`src/rtl/spine_pkg.sv`:
```
// Shared definitions for the spine port endpoint: destination field location
// within a flit header and the egress state encoding.
package spine_pkg;

  localparam int DEST_MSB = 15;
  localparam int DEST_LSB = 10;
  localparam int DEST_W   = DEST_MSB - DEST_LSB + 1;

  typedef enum logic [1:0] {
    IDLE = 2'd0,
    SEND = 2'd1,
    GAP  = 2'd2
  } egress_state_e;

endpackage

```
`src/rtl/spine_sync_fifo.sv`:
```
// Single-clock FIFO with registered occupancy; head data reads as zero when empty.
module spine_sync_fifo #(
  parameter int DWIDTH = 16,
  parameter int DEPTH  = 8,
  localparam int AW    = $clog2(DEPTH),
  localparam int LW    = AW + 1
) (
  input  logic              clk,
  input  logic              rst_n,
  input  logic              push,
  input  logic [DWIDTH-1:0] push_data,
  input  logic              pop,
  output logic [DWIDTH-1:0] head_data,
  output logic              full,
  output logic              empty,
  output logic [LW-1:0]     level
);

  logic [DWIDTH-1:0] mem [DEPTH];
  logic [AW-1:0]     wr_ptr;
  logic [AW-1:0]     rd_ptr;
  logic              do_push;
  logic              do_pop;

  assign full    = (level == LW'(DEPTH));
  assign empty   = (level == '0);
  assign do_pop  = pop && !empty;
  // A pop in the same cycle frees the slot, so a full FIFO still accepts the push.
  assign do_push = push && (!full || do_pop);

  assign head_data = empty ? '0 : mem[rd_ptr];

  // NOTE: storage is deliberately not reset; validity is tracked by level and pointers only.
  always_ff @(posedge clk) begin
    if (do_push) mem[wr_ptr] <= push_data;
  end

  always_ff @(posedge clk) begin
    if (!rst_n) begin
      wr_ptr <= '0;
      rd_ptr <= '0;
      level  <= '0;
    end else begin
      if (do_push) wr_ptr <= wr_ptr + 1'b1;
      if (do_pop)  rd_ptr <= rd_ptr + 1'b1;
      case ({do_push, do_pop})
        2'b10:   level <= level + 1'b1;
        2'b01:   level <= level - 1'b1;
        default: level <= level;
      endcase
    end
  end

endmodule

```
`src/rtl/spine_port_endpoint.sv`:
```
// Fabric-side terminator for one router spine port: ingress FIFO toward the fabric,
// paced egress replay into the router. Optional counters under SPINE_EP_STATS_EN.
module spine_port_endpoint
  import spine_pkg::*;
#(
  parameter int DWIDTH     = 16,
  parameter int DEPTH      = 8,
  parameter int GAP_CYCLES = 1,
  parameter int DEST_W     = spine_pkg::DEST_W,
  localparam int LW        = $clog2(DEPTH) + 1
) (
  input  logic              ACLK,
  input  logic              ARESETn,
  input  logic [DWIDTH-1:0] rtr_out_data,
  input  logic              rtr_out_valid,
  output logic [DWIDTH-1:0] rtr_in_data,
  output logic              rtr_in_valid,
  output logic [DEST_W-1:0] rtr_dest_addr,
  output logic [DWIDTH-1:0] fab_tx_data,
  output logic              fab_tx_valid,
  input  logic              fab_tx_ready,
  input  logic [DWIDTH-1:0] fab_rx_data,
  input  logic              fab_rx_valid,
  output logic              fab_rx_ready,
  output logic              ovf_sticky,
`ifdef SPINE_EP_STATS_EN
  output logic [15:0]       tx_flit_cnt,
  output logic [15:0]       rx_flit_cnt,
  output logic [7:0]        drop_cnt,
`endif
  output logic [LW-1:0]     fifo_level
);

  // ---------------- Ingress: router -> fabric ----------------
  logic fifo_full;
  logic fifo_empty;
  logic tx_pop;
  logic drop;

  assign fab_tx_valid = !fifo_empty;
  assign tx_pop       = fab_tx_valid && fab_tx_ready;
  assign drop         = rtr_out_valid && fifo_full && !tx_pop;

  spine_sync_fifo #(.DWIDTH(DWIDTH), .DEPTH(DEPTH)) u_ingress_fifo (
    .clk       (ACLK),
    .rst_n     (ARESETn),
    .push      (rtr_out_valid),
    .push_data (rtr_out_data),
    .pop       (tx_pop),
    .head_data (fab_tx_data),
    .full      (fifo_full),
    .empty     (fifo_empty),
    .level     (fifo_level)
  );

  always_ff @(posedge ACLK) begin
    if (!ARESETn)  ovf_sticky <= 1'b0;
    else if (drop) ovf_sticky <= 1'b1;
  end

  // ---------------- Egress: fabric -> router ----------------
  egress_state_e     state_q, state_d;
  logic [DWIDTH-1:0] hold_q, hold_d;
  logic [3:0]        gap_q, gap_d;
  logic              rx_ready_q;
  logic              accept;

  assign accept = fab_rx_valid && fab_rx_ready;

  // NOTE: every combinational output gets a default first so no path infers a latch.
  always_comb begin
    state_d = state_q;
    hold_d  = hold_q;
    gap_d   = gap_q;
    case (state_q)
      IDLE: begin
        if (accept) begin
          hold_d  = fab_rx_data;
          state_d = SEND;
        end
      end
      SEND: begin
        if (GAP_CYCLES == 0) begin
          if (accept) hold_d = fab_rx_data;
          else        state_d = IDLE;
        end else begin
          gap_d   = 4'(GAP_CYCLES - 1);
          state_d = GAP;
        end
      end
      GAP: begin
        if (gap_q == '0) state_d = IDLE;
        else             gap_d   = gap_q - 1'b1;
      end
      default: state_d = IDLE;
    endcase
  end

  // Ready is registered from the next state so it is low throughout reset.
  // NOTE: sequential state uses non-blocking assignments only.
  always_ff @(posedge ACLK) begin
    if (!ARESETn) begin
      state_q    <= IDLE;
      hold_q     <= '0;
      gap_q      <= '0;
      rx_ready_q <= 1'b0;
    end else begin
      state_q    <= state_d;
      hold_q     <= hold_d;
      gap_q      <= gap_d;
      rx_ready_q <= (state_d == IDLE) || ((state_d == SEND) && (GAP_CYCLES == 0));
    end
  end

  assign fab_rx_ready  = rx_ready_q;
  assign rtr_in_valid  = (state_q == SEND);
  assign rtr_in_data   = rtr_in_valid ? hold_q : '0;
  assign rtr_dest_addr = rtr_in_data[DWIDTH-1 -: DEST_W];

`ifdef SPINE_EP_STATS_EN
  always_ff @(posedge ACLK) begin
    if (!ARESETn) begin
      tx_flit_cnt <= '0;
      rx_flit_cnt <= '0;
      drop_cnt    <= '0;
    end else begin
      if (tx_pop)       tx_flit_cnt <= tx_flit_cnt + 1'b1;
      if (rtr_in_valid) rx_flit_cnt <= rx_flit_cnt + 1'b1;
      if (drop && drop_cnt != 8'hFF) drop_cnt <= drop_cnt + 1'b1;
    end
  end
`endif

endmodule

```
`config.mk`:
```
export PLATFORM = sky130hd
export DESIGN_NAME = spine_port_endpoint
export DESIGN_NICKNAME = d
export VERILOG_FILES = /design/src/rtl/spine_pkg.sv /design/src/rtl/spine_sync_fifo.sv /design/src/rtl/spine_port_endpoint.sv
export SDC_FILE = /design/constraint.sdc
export NUM_CORES = 1
export LEC_CHECK = 0
export ABC_AREA = 1
export ABC_CLOCK_PERIOD_IN_PS = 7600
export CAP_MARGIN = 15
export CORE_ASPECT_RATIO = 0.9
export CORE_UTILIZATION = 55
export CTS_CLUSTER_DIAMETER = 60
export CTS_CLUSTER_SIZE = 28
export DETAILED_ROUTE_END_ITERATION = 10
export PLACE_DENSITY = 0.79
export SLEW_MARGIN = 25
export SYNTH_ARGS = -nofsm -noshare
export SYNTH_HDL_FRONTEND = slang
export SYNTH_HIERARCHICAL = 1
export SYNTH_SLANG_ARGS = --single-unit
export TNS_END_PERCENT = 10
```
`constraint.sdc`:
```
create_clock -name ACLK -period 7.6 [get_ports ACLK]
set_input_delay 1.52 -clock ACLK [delete_from_list [all_inputs] [get_ports ACLK]]
set_output_delay 1.52 -clock ACLK [all_outputs]
set_load 0.005 [all_outputs]
```
==> load_flow_metrics.sql <==
INSERT INTO impl_metrics (metric_group, metric, value, unit) VALUES
('routing', 'vias_per_cell', '5.56', ''),
('sta', 'largest_clock_skew_in_the_final_design', '0.00930', 'ns'),
('routing', 'vias', '4748', ''),
('synth', 'yosysSeqAreaShare', '0.673', ''),
('routing', 'dr.pass1.iters', '7', ''),
('floorplanning', 'floorplan.die.width', '119', 'um'),
('synth', 'post_synthesis_async_set_or_reset_flop_share', '0', ''),
('setup_path', 'crit-reg2reg-capture', 'u_ingress_fifo/mem[1][15]', ''),
('layout', 'fin_cells', '854', ''),
('clock_tree', 'cts_max_level', '4', ''),
('floorplanning', 'fp.dieArea', '0.0128', 'sq mm'),
('global_route', 'vias_in_the_first_global_route', '4743', ''),
('power_and_ir_drop', 'total_leakage_power', '2.88', 'nW'),
('clock_tree', 'cts_inserted_buffers', '17', ''),
('synth', 'instance_count_of_the_mapped_netlist', '605', ''),
('placed_design', 'port_buffers', '82', ''),
('synth', 'synth.avg_cell_area', '11.3', 'sq um'),
('power_and_ir_drop', 'power.total', '2.50', 'mW'),
('clock_tree', 'clock_tree.buffer_depth', '2', ''),
('sta', 'fin_worst_setup_slack', '3.04', 'ns'),
('setup_path', 'criticalPathCategory', 'register to output pin', ''),
('outcome', 'status', 'finished, final reports clean', ''),
('synth', 'post-synth-top-area-fraction', '0.564', ''),
('routing', 'antenna_violating_nets_post_route', '0', ''),
('sta', 'final_min_period_over_clock_period', '0.600', ''),
('clock_tree', 'cell_at_the_root_of_the_clock_tree', 'sky130_fd_sc_hd__clkbuf_16', ''),
('layout', 'fin_area', '0.00825', 'sq mm'),
('setup_path', 'critPathMostFrequentCell', 'sky130_fd_sc_hd__o21ai_0', ''),
('setup_path', 'cp_max_fo', '65', ''),
('clock_tree', 'holdBufCountCts', '0', ''),
('layout', 'fin_util', '0.683', ''),
('setup_path', 'path_cells', 'buf_4 > inv_2 > o21ai_0 > o21ai_0 > o21ai_0 > nor2_1 > clkdlybuf4s50_1', ''),
('setup_path', 'worst_setup_path_end_kind', 'output pin', ''),
('sta', 'hold_violations', '0', ''),
('clock_tree', 'ctsResizeCount', '0', ''),
('sta', 'report.final.setup_viol', '0', ''),
('sta', 'rsz0062_at_grt', 'false', ''),
('layout', 'post_route_cells_drive_above_1_share', '0.0893', ''),
('sta', 'slew_viol_final', '0', ''),
('routing', 'drt_wl_cell', '16.8', 'um'),
('global_route', 'groute.usage.overall', '0.242', ''),
('floorplanning', 'die-height', '108', 'um'),
('global_route', 'grt_overflow_total', '0', ''),
('global_route', 'antenna_violations_before_repair', '0', ''),
('clock_tree', 'insertion_delay', '0.42', 'ns'),
('flow_run', 'max_cap_viol_count', '0', ''),
('global_route', 'wire_length_of_the_first_global_routing_pass', '23.4', 'mm'),
('layout', 'area_growth', '21.1', '%'),
('synth', 'cell_area_after_technology_mapping', '0.00682', 'sq mm'),
('placed_design', 'placed_area', '0.00769', 'sq mm'),
('routing', 'drt-initial-drc-count', '551', ''),
('sta', 'final.min_clock_period', '4.56', 'ns'),
('synth', 'ys_dominant_reg_cell', 'sky130_fd_sc_hd__edfxtp_1', ''),
('synth', 'yosysWarnings', '6', ''),
('power_and_ir_drop', 'power_density', '302', 'mW/mm^2'),
('sta', 'post_route_setup_tns', '0', 'ns'),
('routing', 'wl', '14.4', 'mm'),
('setup_path', 'crit_path_start_kind', 'register', ''),
('power_and_ir_drop', 'worst_ir_drop_vdd', '162', 'uV'),
('sta', 'max_slew_margin', '0.428', ''),
('setup_path', 'worst_r2r_startpoint', 'u_ingress_fifo/level[3]', ''),
('synth', 'synth-edff-count', '128', ''),
('min_path', 'worstHoldEndpoint', 'gap_q[0]', ''),
('min_path', 'timing.hold.worst.start', 'gap_q[0]', ''),
('placed_design', 'pre_cts_slack', '3.36', 'ns'),
('clock_tree', 'cts_tree', 'done', ''),
('synth', 'ys_seq_elements', '165', ''),
('synth', 'synth_top_cells_by_count', 'sky130_fd_sc_hd__nor2_1 (132), sky130_fd_sc_hd__edfxtp_1 (128), sky130_fd_sc_hd__o21ai_0 (85), sky130_fd_sc_hd__inv_1 (47), sky130_fd_sc_hd__nand2_1 (43)', ''),
('synth', 'library_cell_with_the_largest_summed_area_after_synthesis', 'sky130_fd_sc_hd__edfxtp_1', ''),
('floorplanning', 'initial_util', '0.564', ''),
('sta', 'worstMarginPinSlew', '0.855', 'ns');
[flip-flops by register name, indices dropped and copies added (netlist names), named ones only]
name,cells
u_ingress_fifo/mem,128
hold_q,16
gap_q,4
u_ingress_fifo/level,4
u_ingress_fifo/rd_ptr,3
u_ingress_fifo/wr_ptr,3
state_q,2
fab_rx_ready,1
ovf_sticky,1
[worst max-delay path, delay by kind of cell (launching register included)]
family | cells | cell delay, ns
AOI/OAI and AO/OA | 3 | 0.61
buffers and inverters | 3 | 1.58
DFF | 1 | 0.31
and+or+nand+nor | 1 | 0.09
[worst max-delay path by stage]
stage	to	slack, ns	cells past startpoint
final	fab_tx_data[4]	3.04	7
after CTS	fab_tx_data[4]	2.99	7
after global routing	fab_tx_data[4]	2.81	7
after floorplan	u_ingress_fifo/mem[1][0]	4.21	8
after global placement	u_ingress_fifo/mem[1][1]	3.51	10
after detailed placement	u_ingress_fifo/mem[1][2]	3.36	10
[metal layers]
layer / wire length [um] / up-vias / global-route usage / part of all wire
met3: 1160 / 16 / 0.0673 / 0.081
li1: - / 2230 / - / -
met5: 0 / - / 0 / 0
met1: 5890 / 2280 / 0.304 / 0.41
met2: 7140 / 222 / 0.403 / 0.50
met4: 164 / 0 / 0.0893 / 0.011
[cells by family after synthesis]
family	count (synthesis)	synth area share
simple gates	200	0.124
flops	165	0.673
compound gates	133	0.106
buf+inv	83	0.0593
mux	16	0.0235
fa+ha+maj	6	0.0121
xor+xnor	2	0.00257
[layout by cell type (no fill, tap or decap)]
| master | instances |
|---|---|
| sky130_fd_sc_hd__nand3_4 | 1 |
| sky130_fd_sc_hd__o21ai_2 | 9 |
| sky130_fd_sc_hd__bufinv_16 | 2 |
| sky130_fd_sc_hd__inv_1 | 47 |
| sky130_fd_sc_hd__o21ai_1 | 9 |
| sky130_fd_sc_hd__xor2_1 | 2 |
| sky130_fd_sc_hd__o22ai_1 | 16 |
| sky130_fd_sc_hd__nor2_1 | 132 |
| sky130_fd_sc_hd__a21oi_2 | 1 |
| sky130_fd_sc_hd__clkinv_2 | 1 |
| sky130_fd_sc_hd__clkinv_4 | 1 |
| sky130_fd_sc_hd__edfxtp_1 | 128 |
| sky130_fd_sc_hd__inv_2 | 2 |
| sky130_fd_sc_hd__nand4_1 | 3 |
| sky130_fd_sc_hd__ha_1 | 5 |
| sky130_fd_sc_hd__dfxtp_1 | 36 |
| sky130_fd_sc_hd__nand2_2 | 3 |
| sky130_fd_sc_hd__buf_4 | 10 |
| sky130_fd_sc_hd__clkinvlp_4 | 4 |
| sky130_fd_sc_hd__a21oi_1 | 13 |
| sky130_fd_sc_hd__inv_6 | 2 |
| sky130_fd_sc_hd__nor2_2 | 1 |
| sky130_fd_sc_hd__nor2_4 | 2 |
| sky130_fd_sc_hd__nand2_4 | 2 |
| sky130_fd_sc_hd__dfxtp_2 | 1 |
| sky130_fd_sc_hd__clkdlybuf4s50_1 | 82 |
| sky130_fd_sc_hd__clkbuf_16 | 17 |
| sky130_fd_sc_hd__mux2i_1 | 16 |
| sky130_fd_sc_hd__nand3_2 | 3 |
| sky130_fd_sc_hd__nand2_1 | 43 |
| sky130_fd_sc_hd__clkinv_1 | 4 |
| sky130_fd_sc_hd__fa_1 | 1 |
| sky130_fd_sc_hd__o21ai_0 | 85 |
| sky130_fd_sc_hd__nand3_1 | 10 |
[layout make-up]
class / instances / area [sq um]
repair buffers: 92 / 896
multi-input cells: 357 / 1830
clock buffers: 17 / 425
clock inverters: 14 / 136
inverters: 49 / 184
fillers: 867 / 3820
well taps: 160 / 200
flip-flops and latches: 165 / 4590
[power by group]
group	switching [mW]	total, mW	internal, mW	leakage, nW
sequential	0.0266	1.04	1.02	1.46
clock	0.336	0.814	0.478	0.262
combinational	0.371	0.637	0.266	1.15
total	0.734	2.50	1.76	2.88
Power figures use the tool's default switching activity.
